$ cat config.mk
export PLATFORM = sky130hd
export DESIGN_NAME = nand_page_feeder
export DESIGN_NICKNAME = d
export VERILOG_FILES = /design/src/rtl/nand_feeder_pkg.sv /design/src/rtl/nand_page_feeder_fifo.sv /design/src/rtl/nand_page_feeder.sv
export SDC_FILE = /design/constraint.sdc
export NUM_CORES = 1
export LEC_CHECK = 0
export CORE_AREA = 2 2 280 282
export CTS_BUF_LIST = sky130_fd_sc_hd__clkbuf_4 sky130_fd_sc_hd__clkbuf_8 sky130_fd_sc_hd__clkbuf_16
export DETAILED_ROUTE_END_ITERATION = 8
export DIE_AREA = 0 0 282 284
export GPL_ROUTABILITY_DRIVEN = 0
export PLACE_DENSITY = 0.46
export SYNTH_ARGS = -nofsm -noshare
export SYNTH_HDL_FRONTEND = slang
export SYNTH_SLANG_ARGS = --single-unit
$ cat constraint.sdc
create_clock -name clk -period 5.4 [get_ports clk]
set_input_delay 1.08 -clock clk [delete_from_list [all_inputs] [get_ports clk]]
set_output_delay 1.08 -clock clk [all_outputs]
set_load 0.01 [all_outputs]
$ cat src/rtl/nand_feeder_pkg.sv
// Shared definitions for the NAND page feeder: FSM encodings, underrun limit, default command address.
package nand_feeder_pkg;
  typedef logic [2:0] state_t;

  localparam state_t ST_IDLE      = 3'd0;
  localparam state_t ST_CMD       = 3'd1;
  localparam state_t ST_STREAM    = 3'd2;
  localparam state_t ST_WAIT_DONE = 3'd3;
  localparam state_t ST_DONE      = 3'd4;

  localparam int         UNDERRUN_LIMIT = 4096;
  localparam logic [7:0] DEF_CMD_ADDR   = 8'h02;
endpackage

$ cat src/rtl/nand_page_feeder_fifo.sv
// Synchronous word FIFO holding exactly DEPTH entries (power of two); push and pop may coincide.
module nand_word_fifo #(
  parameter int W     = 32,
  parameter int DEPTH = 16,
  localparam int AW   = $clog2(DEPTH)
) (
  input  logic          clk,
  input  logic          rst,
  input  logic          push,
  input  logic          pop,
  input  logic          flush,
  input  logic [W-1:0]  wdata,
  output logic [W-1:0]  rdata,
  output logic          full,
  output logic          empty,
  output logic [AW:0]   count
);
  logic [W-1:0]  mem_q [DEPTH];
  logic [AW-1:0] wptr_q, wptr_d, rptr_q, rptr_d;
  logic [AW:0]   cnt_q, cnt_d;
  logic          do_push, do_pop;

  assign empty = (cnt_q == '0);
  assign full  = (cnt_q == (AW+1)'(DEPTH));
  assign count = cnt_q;
  assign rdata = mem_q[rptr_q];

  always_comb begin
    do_pop  = pop & !empty;
    // A pop frees the head slot in the same cycle, so a push at full is still safe then.
    do_push = push & (!full | do_pop);
    wptr_d  = wptr_q + AW'(do_push);
    rptr_d  = rptr_q + AW'(do_pop);
    cnt_d   = cnt_q + (AW+1)'(do_push) - (AW+1)'(do_pop);
    if (flush) begin
      wptr_d = '0;
      rptr_d = '0;
      cnt_d  = '0;
    end
  end

  always_ff @(posedge clk) begin
    if (rst) begin
      wptr_q <= '0;
      rptr_q <= '0;
      cnt_q  <= '0;
    end else begin
      wptr_q <= wptr_d;
      rptr_q <= rptr_d;
      cnt_q  <= cnt_d;
    end
  end

  always_ff @(posedge clk) begin
    if (do_push && !flush) mem_q[wptr_q] <= wdata;
  end
endmodule

$ cat src/rtl/nand_page_feeder.sv
// Page program front end: issues the command write, buffers source words, streams them to the engine.
// Optional running XOR checksum output enabled by NAND_FEEDER_CKSUM_EN.
module nand_page_feeder
  import nand_feeder_pkg::*;
#(
  parameter int         FIFO_DEPTH    = 16,
  parameter int         PAGE_WORDS    = 512,
  parameter logic [7:0] CMD_ADDR      = DEF_CMD_ADDR,
  parameter int         CMD_WR_CYCLES = 2
) (
  input  logic        clk,
  input  logic        rst,
  input  logic        start_i,
  input  logic [15:0] page_addr_i,
  input  logic [31:0] src_dat_i,
  input  logic        src_valid_i,
  output logic        src_ready_o,
  output logic        busy_o,
  output logic        done_o,
  output logic        err_o,
  output logic [31:0] eng_dat_o,
  output logic        eng_strobe_o,
  input  logic        eng_take_i,
  input  logic        eng_done_i,
  output logic        ctrl_cs_o,
  output logic        ctrl_wr_o,
  output logic [7:0]  ctrl_addr_o,
  output logic [15:0] ctrl_data_o
`ifdef NAND_FEEDER_CKSUM_EN
  ,
  output logic [31:0] cksum_o
`endif
);
  localparam int AW = $clog2(FIFO_DEPTH);
  localparam int CW = $clog2(PAGE_WORDS) + 1;
  localparam int WW = $clog2(CMD_WR_CYCLES) + 1;
  localparam int UW = $clog2(UNDERRUN_LIMIT) + 1;
  localparam logic [CW-1:0] PAGE_CNT  = CW'(PAGE_WORDS);
  localparam logic [AW:0]   DEPTH_CNT = (AW+1)'(FIFO_DEPTH);
  localparam logic [WW-1:0] WR_CYC    = WW'(CMD_WR_CYCLES);
  localparam logic [UW-1:0] UR_LAST   = UW'(UNDERRUN_LIMIT - 1);

  state_t        state_q, state_d;
  logic [CW-1:0] acc_q, acc_d, sent_q, sent_d;
  logic [WW-1:0] wr_cnt_q, wr_cnt_d;
  logic [UW-1:0] ur_q, ur_d;
  logic          err_q, err_d, ready_q, ready_d, wr_q, wr_d;
  logic [7:0]    addr_q, addr_d;
  logic [15:0]   data_q, data_d;

  logic          fifo_push, fifo_pop, fifo_flush, fifo_full, fifo_empty;
  logic [31:0]   fifo_rdata;
  logic [AW:0]   fifo_cnt, cnt_nxt;

  nand_word_fifo #(.W(32), .DEPTH(FIFO_DEPTH)) u_fifo (
    .clk   (clk),
    .rst   (rst),
    .push  (fifo_push),
    .pop   (fifo_pop),
    .flush (fifo_flush),
    .wdata (src_dat_i),
    .rdata (fifo_rdata),
    .full  (fifo_full),
    .empty (fifo_empty),
    .count (fifo_cnt)
  );

  assign busy_o       = (state_q != ST_IDLE);
  assign done_o       = (state_q == ST_DONE);
  assign err_o        = err_q;
  assign src_ready_o  = ready_q;
  assign eng_strobe_o = (state_q == ST_STREAM) & !fifo_empty;
  assign eng_dat_o    = eng_strobe_o ? fifo_rdata : '0;
  assign ctrl_cs_o    = 1'b1;
  assign ctrl_wr_o    = wr_q;
  assign ctrl_addr_o  = addr_q;
  assign ctrl_data_o  = data_q;

  always_comb begin
    state_d    = state_q;
    acc_d      = acc_q;
    sent_d     = sent_q;
    wr_cnt_d   = wr_cnt_q;
    ur_d       = '0;
    err_d      = 1'b0;
    wr_d       = 1'b0;
    fifo_flush = 1'b0;
    // Address/data linger one cycle after Wr drops, then clear.
    addr_d     = wr_q ? addr_q : '0;
    data_d     = wr_q ? data_q : '0;
    fifo_push  = src_valid_i & ready_q & !fifo_full;
    fifo_pop   = eng_take_i & eng_strobe_o;
    if (fifo_push && acc_q != PAGE_CNT)  acc_d  = acc_q + 1'b1;
    if (fifo_pop  && sent_q != PAGE_CNT) sent_d = sent_q + 1'b1;

    case (state_q)
      ST_IDLE: if (start_i) begin
        state_d  = ST_CMD;
        wr_d     = 1'b1;
        wr_cnt_d = WW'(1);
        addr_d   = CMD_ADDR;
        data_d   = page_addr_i;
        acc_d    = '0;
        sent_d   = '0;
      end
      ST_CMD: if (wr_cnt_q < WR_CYC) begin
        wr_d     = 1'b1;
        wr_cnt_d = wr_cnt_q + 1'b1;
      end else begin
        state_d  = ST_STREAM;
      end
      ST_STREAM: if (sent_q == PAGE_CNT) begin
        state_d = ST_WAIT_DONE;
      end else if (fifo_empty && !src_valid_i) begin
        if (ur_q == UR_LAST) begin
          err_d      = 1'b1;
          fifo_flush = 1'b1;
          state_d    = ST_IDLE;
        end else begin
          ur_d = ur_q + 1'b1;
        end
      end
      ST_WAIT_DONE: if (eng_done_i) state_d = ST_DONE;
      ST_DONE:      state_d = ST_IDLE;
      default:      state_d = ST_IDLE;
    endcase

    // Ready is computed from next-cycle occupancy so the registered flag never overfills.
    cnt_nxt = fifo_flush ? '0 : fifo_cnt + (AW+1)'(fifo_push) - (AW+1)'(fifo_pop);
    ready_d = (state_d != ST_IDLE) & (cnt_nxt < DEPTH_CNT) & (acc_d < PAGE_CNT);
  end

  always_ff @(posedge clk) begin
    if (rst) begin
      state_q  <= ST_IDLE;
      acc_q    <= '0;
      sent_q   <= '0;
      wr_cnt_q <= '0;
      ur_q     <= '0;
      err_q    <= 1'b0;
      ready_q  <= 1'b0;
      wr_q     <= 1'b0;
      addr_q   <= '0;
      data_q   <= '0;
    end else begin
      state_q  <= state_d;
      acc_q    <= acc_d;
      sent_q   <= sent_d;
      wr_cnt_q <= wr_cnt_d;
      ur_q     <= ur_d;
      err_q    <= err_d;
      ready_q  <= ready_d;
      wr_q     <= wr_d;
      addr_q   <= addr_d;
      data_q   <= data_d;
    end
  end

`ifdef NAND_FEEDER_CKSUM_EN
  logic [31:0] cksum_q, cksum_d;

  always_comb begin
    cksum_d = cksum_q;
    if (state_q == ST_IDLE && start_i) cksum_d = '0;
    else if (fifo_pop)                 cksum_d = cksum_q ^ fifo_rdata;
  end

  always_ff @(posedge clk) begin
    if (rst) cksum_q <= '0;
    else     cksum_q <= cksum_d;
  end

  assign cksum_o = cksum_q;
`endif
endmodule

==> summary.md, run 1 <==
| Metric | Value |
|---|---|
| Initial Util | `0.297` |
| Vias per std cell | `between 4 and 5` |
| Final setup violation count | `0` |
| Critical setup path kind | `register to primary output` |
| Die area | `approximately 0.080 mm^2` |
| Antenna violations before repair | `5` |
| Max Cap Viol | `0` |
| Total CTS buffers | `66` |
| Height of the die | `between 200 and 300 um` |
| I/O pins | `approximately 120` |
| Placed Cells | `approximately 2.3k` |
| CP Data Required Time | `approximately 4.3 ns` |
| Fin. max-slew vios | `0` |
| Crit Path Max Fanout | `88` |
| Fin area | `about 0.028 mm^2` |
| Critical path startpoint category | `register` |
| Clk slew on worst S/H paths | `approximately 0.06 ns` |
| Routed wire per std cell | `21.9 um` |
| Switching power total | `about 0.0021 W` |
| Synth Flop Type | `edfxtp_1` |
| DRC | `0` |
| Post-DP Area | `roughly 0.025 mm^2` |
| Status | `finished, final reports clean` |
| Width of the die | `about 280 um` |
| Seq pwr share | `0.508` |
| Syn Inst Count | `approximately 1.1k` |
| I/O Buffers | `115` |
| Setup Skew | `around 0.022 ns` |
| Total negative slack | `0 ns` |
| H-tree levels | `3` |
| Synthesized area | `0.0229 mm^2` |
| F_max | `between 0.2 and 0.25 GHz` |
| Antenna diodes | `0` |
| Routed WL | `52.2 mm` |
| Largest net degree at the start of global routing | `89` |
| Core box area | `about 0.077 mm^2` |
| FP Rows | `between 100 and 150` |
| Syn. warnings | `0` |
| Worst-margin pin slew | `~1.0 ns` |
| Netlist cell types | `51` |
| Layout Cells excl Fill | `2,382` |
| Hold buffers post-CTS | `0` |
| Worst hold-check path type | `register to register` |
| Clk sinks | `between 500 and 600` |
| CTS resizes | `0` |
| Combinational Power Share | `0.048` |
| Fin crit period | `~4.5 ns` |
| # nets final | `1,362` |
| Post-synthesis average cell area | `between 20 and 25 um^2` |
| Vias after detailed routing | `around 11k` |
| GRT Util Overall | `0.132` |
| Synthesis-to-layout area growth | `20.9%` |
| Skew-Pair Late Insertion Delay | `around 0.62 ns` |
| Post-synthesis sequential area ratio | `0.740` |
| Worst vdd ir | `around 0.00019 V` |
| Synth Register Bits | `590` |
| Power share of the clock group | `0.444` |
| Number of global-route vias before repair | `about 12k` |
| Grt ovf | `0` |
| LEAKAGE | `~8.4 nW` |
| Share of cells above drive strength 1 | `0.249` |
| Post-synth EDFFs | `512` |
| P_int | `a little under 0.008 W` |
| Hpwl dp | `28.4 mm` |
| Post-CTS Setup Inserts | `0` |
| CP Capture Type | `primary output` |
| First-pass GRT wire length | `between 70 and 80 mm` |
| CTS tree | `done` |
| Root Driver | `clkbuf_16` |
| Crit path DAT | `roughly 3.4 ns` |
| Clock buffer depth | `3` |
| Fillers | `7,129` |
| Final Hold Viols | `0` |
| Iteration-0 DRC Markers | `~800` |
| Rel. slew slack | `0.303` |
| Sw frac | `0.215` |
| Ys async rst share | `0` |
| RSZ-0062 raised after global routing | `false` |
| Routed Antenna Nets | `0` |
| Drt pass-1 iters | `5` |
| Final Cycle Share | `0.829` |
| Net Count, Synth | `~1.2k` |
| Pwr Density | `approximately 360 mW/mm^2` |
-- sequential cells by signal, summed over array words and instances (netlist names) --
signal,count
src_ready_o,1
u_fifo.wptr_q,4
u_fifo.mem_q,512
state_q,3
u_fifo.count,5
err_o,1
sent_q,10
ctrl_data_o,16
ctrl_wr_o,1
ctrl_addr_o,8
acc_q,10
u_fifo.rptr_q,4
ur_q,13
wr_cnt_q,2
-- stage by stage --
step	total power, W	hold WS [ns]	util	setup WS [ns]
2_1_floorplan	0.00542	0.427	-	0.141
3_3_place_gp	0.00563	0.439	0.331	1.40
3_5_place_dp	0.00564	0.443	0.331	1.36
4_1_cts	0.0101	0.456	0.359	0.805
5_1_grt	0.0103	0.470	0.359	0.706
6_report	0.00994	0.455	0.359	0.924
-- critical path, cell delays in order (launching register included) --
cell and delay [ns]:
dfxtp_4 0.37, buf_12 0.55, mux4_2 0.59, mux4_2 0.54, nor2b_1 0.17, clkdlybuf4s50_1 0.49
-- worst paths after layout --
path	startpoint	end	slack, ns	depth (start not counted)
max	u_fifo.rptr_q[0]	eng_dat_o[6]	0.92	5
max reg2reg	u_fifo.count[2]	u_fifo.count[4]	2.18	15
min	ur_q[0]	ur_q[0]	0.45	1
min reg2reg	ur_q[0]	ur_q[0]	0.45	1
-- cells in the mapped netlist (all sizes together), types with 6 or more instances --
cell type	instances	share of area
xor2	14	0.0054
nor4	6	0.0016
a21oi	15	0.0033
nand2	18	0.0030
nand3	15	0.0033
o21ai	9	0.0020
nor3	8	0.0018
edfxtp	512	0.67
mux4	160	0.16
nor2	61	0.011
ha	17	0.0093
a22o	16	0.0061
buf	26	0.0060
nor2b	39	0.011
and2	16	0.0044
inv	22	0.0036
xnor2	19	0.0073
dfxtp	78	0.068
or3	6	0.0016
nand4	10	0.0027
clkbuf	27	0.0044
-- routing by layer --
layer / global-route usage / vias to the layer above / part of all wire
li1: - / 4906 / -
met1: 0.186 / 5857 / 0.47
met2: 0.204 / 236 / 0.46
met3: 0.0336 / 85 / 0.050
met4: 0.0331 / 10 / 0.018
met5: 0 / - / 0.0013
-- power groups by stage --
stage               clock (W)  sequential, W  combinational (W)
finish                0.00441        0.00505           0.000478
floorplan                   0        0.00515           0.000269
global placement            0        0.00515           0.000481
detailed placement          0        0.00515           0.000487
global route          0.00472        0.00506           0.000528
CTS                   0.00454        0.00505           0.000491
-- cell families after synthesis --
kind of cell | after synthesis | synth area share
muxes | 161 | 0.158
xor gates and xnor gates | 33 | 0.0126
AOI/OAI and AO/OA | 52 | 0.0155
buffers and inverters | 75 | 0.0140
DFF | 590 | 0.740
other | 1 | 0.000164
adders and majority gates | 18 | 0.0102
and+or+nand+nor | 202 | 0.0490
-- cell type report --
class	count	area, um^2	area share
sequential	590	16900	0.613
multi-input combinational	467	5730	0.207
clock buffer	79	1770	0.0639
timing repair buffer	143	1440	0.0519
tap	1040	1300	0.0471
clock inverter	41	393	0.0142
inverter	22	82.6	0.00299
-- cell usage in the layout, fill, tap and decap left out, types with 12 or more instances in the layout --
| cell type | n |
|---|---|
| a21oi_1 | 15 |
| a22o_1 | 16 |
| and2_1 | 16 |
| buf_4 | 22 |
| clkbuf_16 | 67 |
| clkbuf_4 | 12 |
| clkdlybuf4s50_1 | 115 |
| clkinv_2 | 18 |
| dfxtp_1 | 74 |
| edfxtp_1 | 512 |
| ha_1 | 17 |
| inv_1 | 22 |
| mux4_2 | 160 |
| nand2_1 | 17 |
| nand3_1 | 15 |
| nor2_1 | 42 |
| nor2b_1 | 39 |
| xnor2_1 | 19 |
| xor2_1 | 14 |
Power figures use the tool's default switching activity.
==> run 2: changes to the inputs <==
--- a/config.mk
+++ b/config.mk
@@ -10,7 +10,7 @@
 export DETAILED_ROUTE_END_ITERATION = 8
 export DIE_AREA = 0 0 282 284
 export GPL_ROUTABILITY_DRIVEN = 0
-export PLACE_DENSITY = 0.46
+export PLACE_DENSITY = 0.44
 export SYNTH_ARGS = -nofsm -noshare
 export SYNTH_HDL_FRONTEND = slang
 export SYNTH_SLANG_ARGS = --single-unit
==> constraint.sdc (replaced) <==
create_clock -name clk -period 4.7 [get_ports clk]
set_input_delay 0.94 -clock clk [delete_from_list [all_inputs] [get_ports clk]]
set_output_delay 0.94 -clock clk [all_outputs]
set_load 0.01 [all_outputs]
==> run 2 against run 1 <==
  * Clock-buffer cell count is 8 higher
  * Combinational power is 18% higher
  * Largest power group unchanged
  * Final area grew 0.91%
  * Critical path depth stayed put
  * Sequential share of layout area shrank 0.56 points
  * Clock power is 18% higher
  * Die area is the same
  * Final cell count is 0.63% higher
  * Power is 16% higher
  * Hold slack improved by 0.0066 ns
  * Global-route usage grew 0.72 points
  * First-iteration DRC count increased by 4.9%
==> summary.md, run 2 (synthesis results as in run 1) <==
| Metric | Value |
|---|---|
| Status | `finished, final reports clean` |
| Crit-path cells | `buf_4 -> mux4_2 -> mux4_2 -> nor2b_1 -> clkdlybuf4s50_1` |
| CP Capture Type | `primary output` |
| Antenna violations before repair | `2` |
| Crit path from | `u_fifo.rptr_q[0]` |
| F_max | `around 0.23 GHz` |
| I/O Buffers | `approximately 120` |
| # nets final | `1,375` |
| Total CTS buffers | `69` |
| Grt ovf | `0` |
| Hold Path Sink | `ur_q[12]` |
| Crit path DAT | `~3.4 ns` |
| Hpwl dp | `29.7 mm` |
| Synthesis-to-layout area growth | `22.0%` |
| Vias after detailed routing | `between 10k and 15k` |
| R2r endpoint | `u_fifo.count[4]` |
| Initial Util | `0.297` |
| Height of the die | `roughly 280 um` |
| Hold buffers post-CTS | `0` |
| Fin crit period | `4.30 ns` |
| Most flop-heavy register | `u_fifo.mem_q` |
| I/O pins | `between 100 and 150` |
| Most frequent cells in the layout | `edfxtp_1, mux4_2, clkdlybuf4s50_1` |
| Clk sinks | `590` |
| DRC | `0` |
| LEAKAGE | `~8.5 nW` |
| Final Cycle Share | `0.915` |
| WHS Path Cells | `2` |
| Core box area | `about 0.077 mm^2` |
| First-pass GRT wire length | `81.5 mm` |
| CTS tree | `done` |
| Iteration-0 DRC Markers | `between 800 and 900` |
| Hold_sp | `ur_q[12]` |
| Die area | `around 0.08 mm^2` |
| Cell mode on critical path | `mux4_2` |
| Setup Skew | `0.0165 ns` |
| H-tree levels | `3` |
| Rel. slew slack | `0.269` |
| Width of the die | `282 um` |
| Critical path startpoint category | `register` |
| Post-CTS Setup Inserts | `0` |
| Share of cells above drive strength 1 | `0.253` |
| R2R Path Start | `u_fifo.count[3]` |
| Fin. max-slew vios | `0` |
| R2R setup slack | `approximately 1.5 ns` |
| Number of global-route vias before repair | `12.1k` |
| Drt pass-1 iters | `5` |
| Routed wire per std cell | `between 20 and 25 um` |
| Worst-margin pin slew | `1.09 ns` |
| Slowest cell on crit path | `dfxtp_4` |
| Commonest non-fill, non-tap cell in the layout | `edfxtp_1` |
| Clock buffer depth | `3` |
| Critical setup path kind | `register to primary output` |
| RSZ-0062 raised after global routing | `false` |
| Post-placement worst setup slack | `slightly above 0.9 ns` |
| Routed WL | `about 55 mm` |
| FP Rows | `102` |
| Final WS setup | `about 0.40 ns` |
| Final setup violation count | `0` |
| Worst vdd ir | `0.000274 V` |
| Max Cap Viol | `0` |
| Largest net degree at the start of global routing | `60` |
| Slowest cell delay on critical path | `0.70 ns` |
| Pwr Density | `415 mW/mm^2` |
| R2R cell count | `15` |
| Routed Antenna Nets | `0` |
| CTS resizes | `0` |
| Skew-Pair Late Insertion Delay | `0.59 ns` |
| Vias per std cell | `~4.7` |
| Final hold slack | `~0.46 ns` |
| Root Driver | `clkbuf_16` |
| Worst hold-check path type | `register to register` |
| GRT Util Overall | `0.139` |
| Final Hold Viols | `0` |
| CP Data Required Time | `between 3 and 4 ns` |
| Crit Path Max Fanout | `23` |
| Max FFs per register | `about 510` |
| Clk slew on worst S/H paths | `roughly 0.050 ns` |
-- run 2: changes by cell type in the layout (fill, tap and decap cells not counted), sizes merged --
cell and delta:
buf +10, inv -1, clkinv -4, clkbuf +8
diode +2
-- run 2: routing by layer --
metal,global-route usage,routed length (um),vias to the layer above
met5,0,25,-
met2,0.221,25900,227
met1,0.195,25400,6016
li1,-,-,4943
met4,0.0396,1070,4
met3,0.0279,2420,75
-- run 2: through the flow --
step | TNS (ns) | area (um^2) | total power [W] | util | cells
finish | 0 | 27900 | 0.0116 | 0.363 | 2397
global route | 0 | 27900 | 0.0120 | 0.363 | 2395
CTS | 0 | 27900 | 0.0118 | 0.363 | 2395
detailed placement | 0 | 25700 | 0.00649 | 0.334 | 2272
global placement | 0 | 25700 | 0.00649 | 0.334 | 2272
floorplan | -3.89 | 22900 | 0.00622 | - | 1132
-- run 2: worst max-delay path by stage --
stage	endpoint	slack, ns	depth (start not counted)
2_1_floorplan	u_fifo.mem_q[12][0]	-0.04	2
3_3_place_gp	eng_dat_o[13]	0.93	5
3_5_place_dp	eng_dat_o[20]	0.94	5
4_1_cts	eng_dat_o[20]	0.29	5
5_1_grt	eng_dat_o[11]	0.23	5
6_report	eng_dat_o[13]	0.40	5
-- run 2: final cells by class --
| cell class | count | area, um^2 |
|---|---|---|
| repair buffers | 153 | 1610 |
| multi-input cells | 467 | 5730 |
| fillers | 7102 | 49000 |
| flip-flops and latches | 590 | 16900 |
| diodes | 2 | 5.00 |
| clock buffers | 87 | 1920 |
| clock inverters | 36 | 302 |
| inverters | 22 | 82.6 |
| well taps | 1040 | 1300 |
-- run 2: worst max-delay path: cells and delay by family, from the launching register on --
kind,cells,cell delay (ns)
AND/OR/NAND/NOR,1,0.18
flip-flops,1,0.70
buffers and inverters,2,0.89
multiplexers,2,0.98
-- run 2: report_power, final --
group	internal [W]	switching (W)	total, W
Clock	0.00312	0.00208	0.00520
Combinational	0.000264	0.000300	0.000563
Sequential	0.00577	0.0000430	0.00581
Total	0.00915	0.00243	0.0116
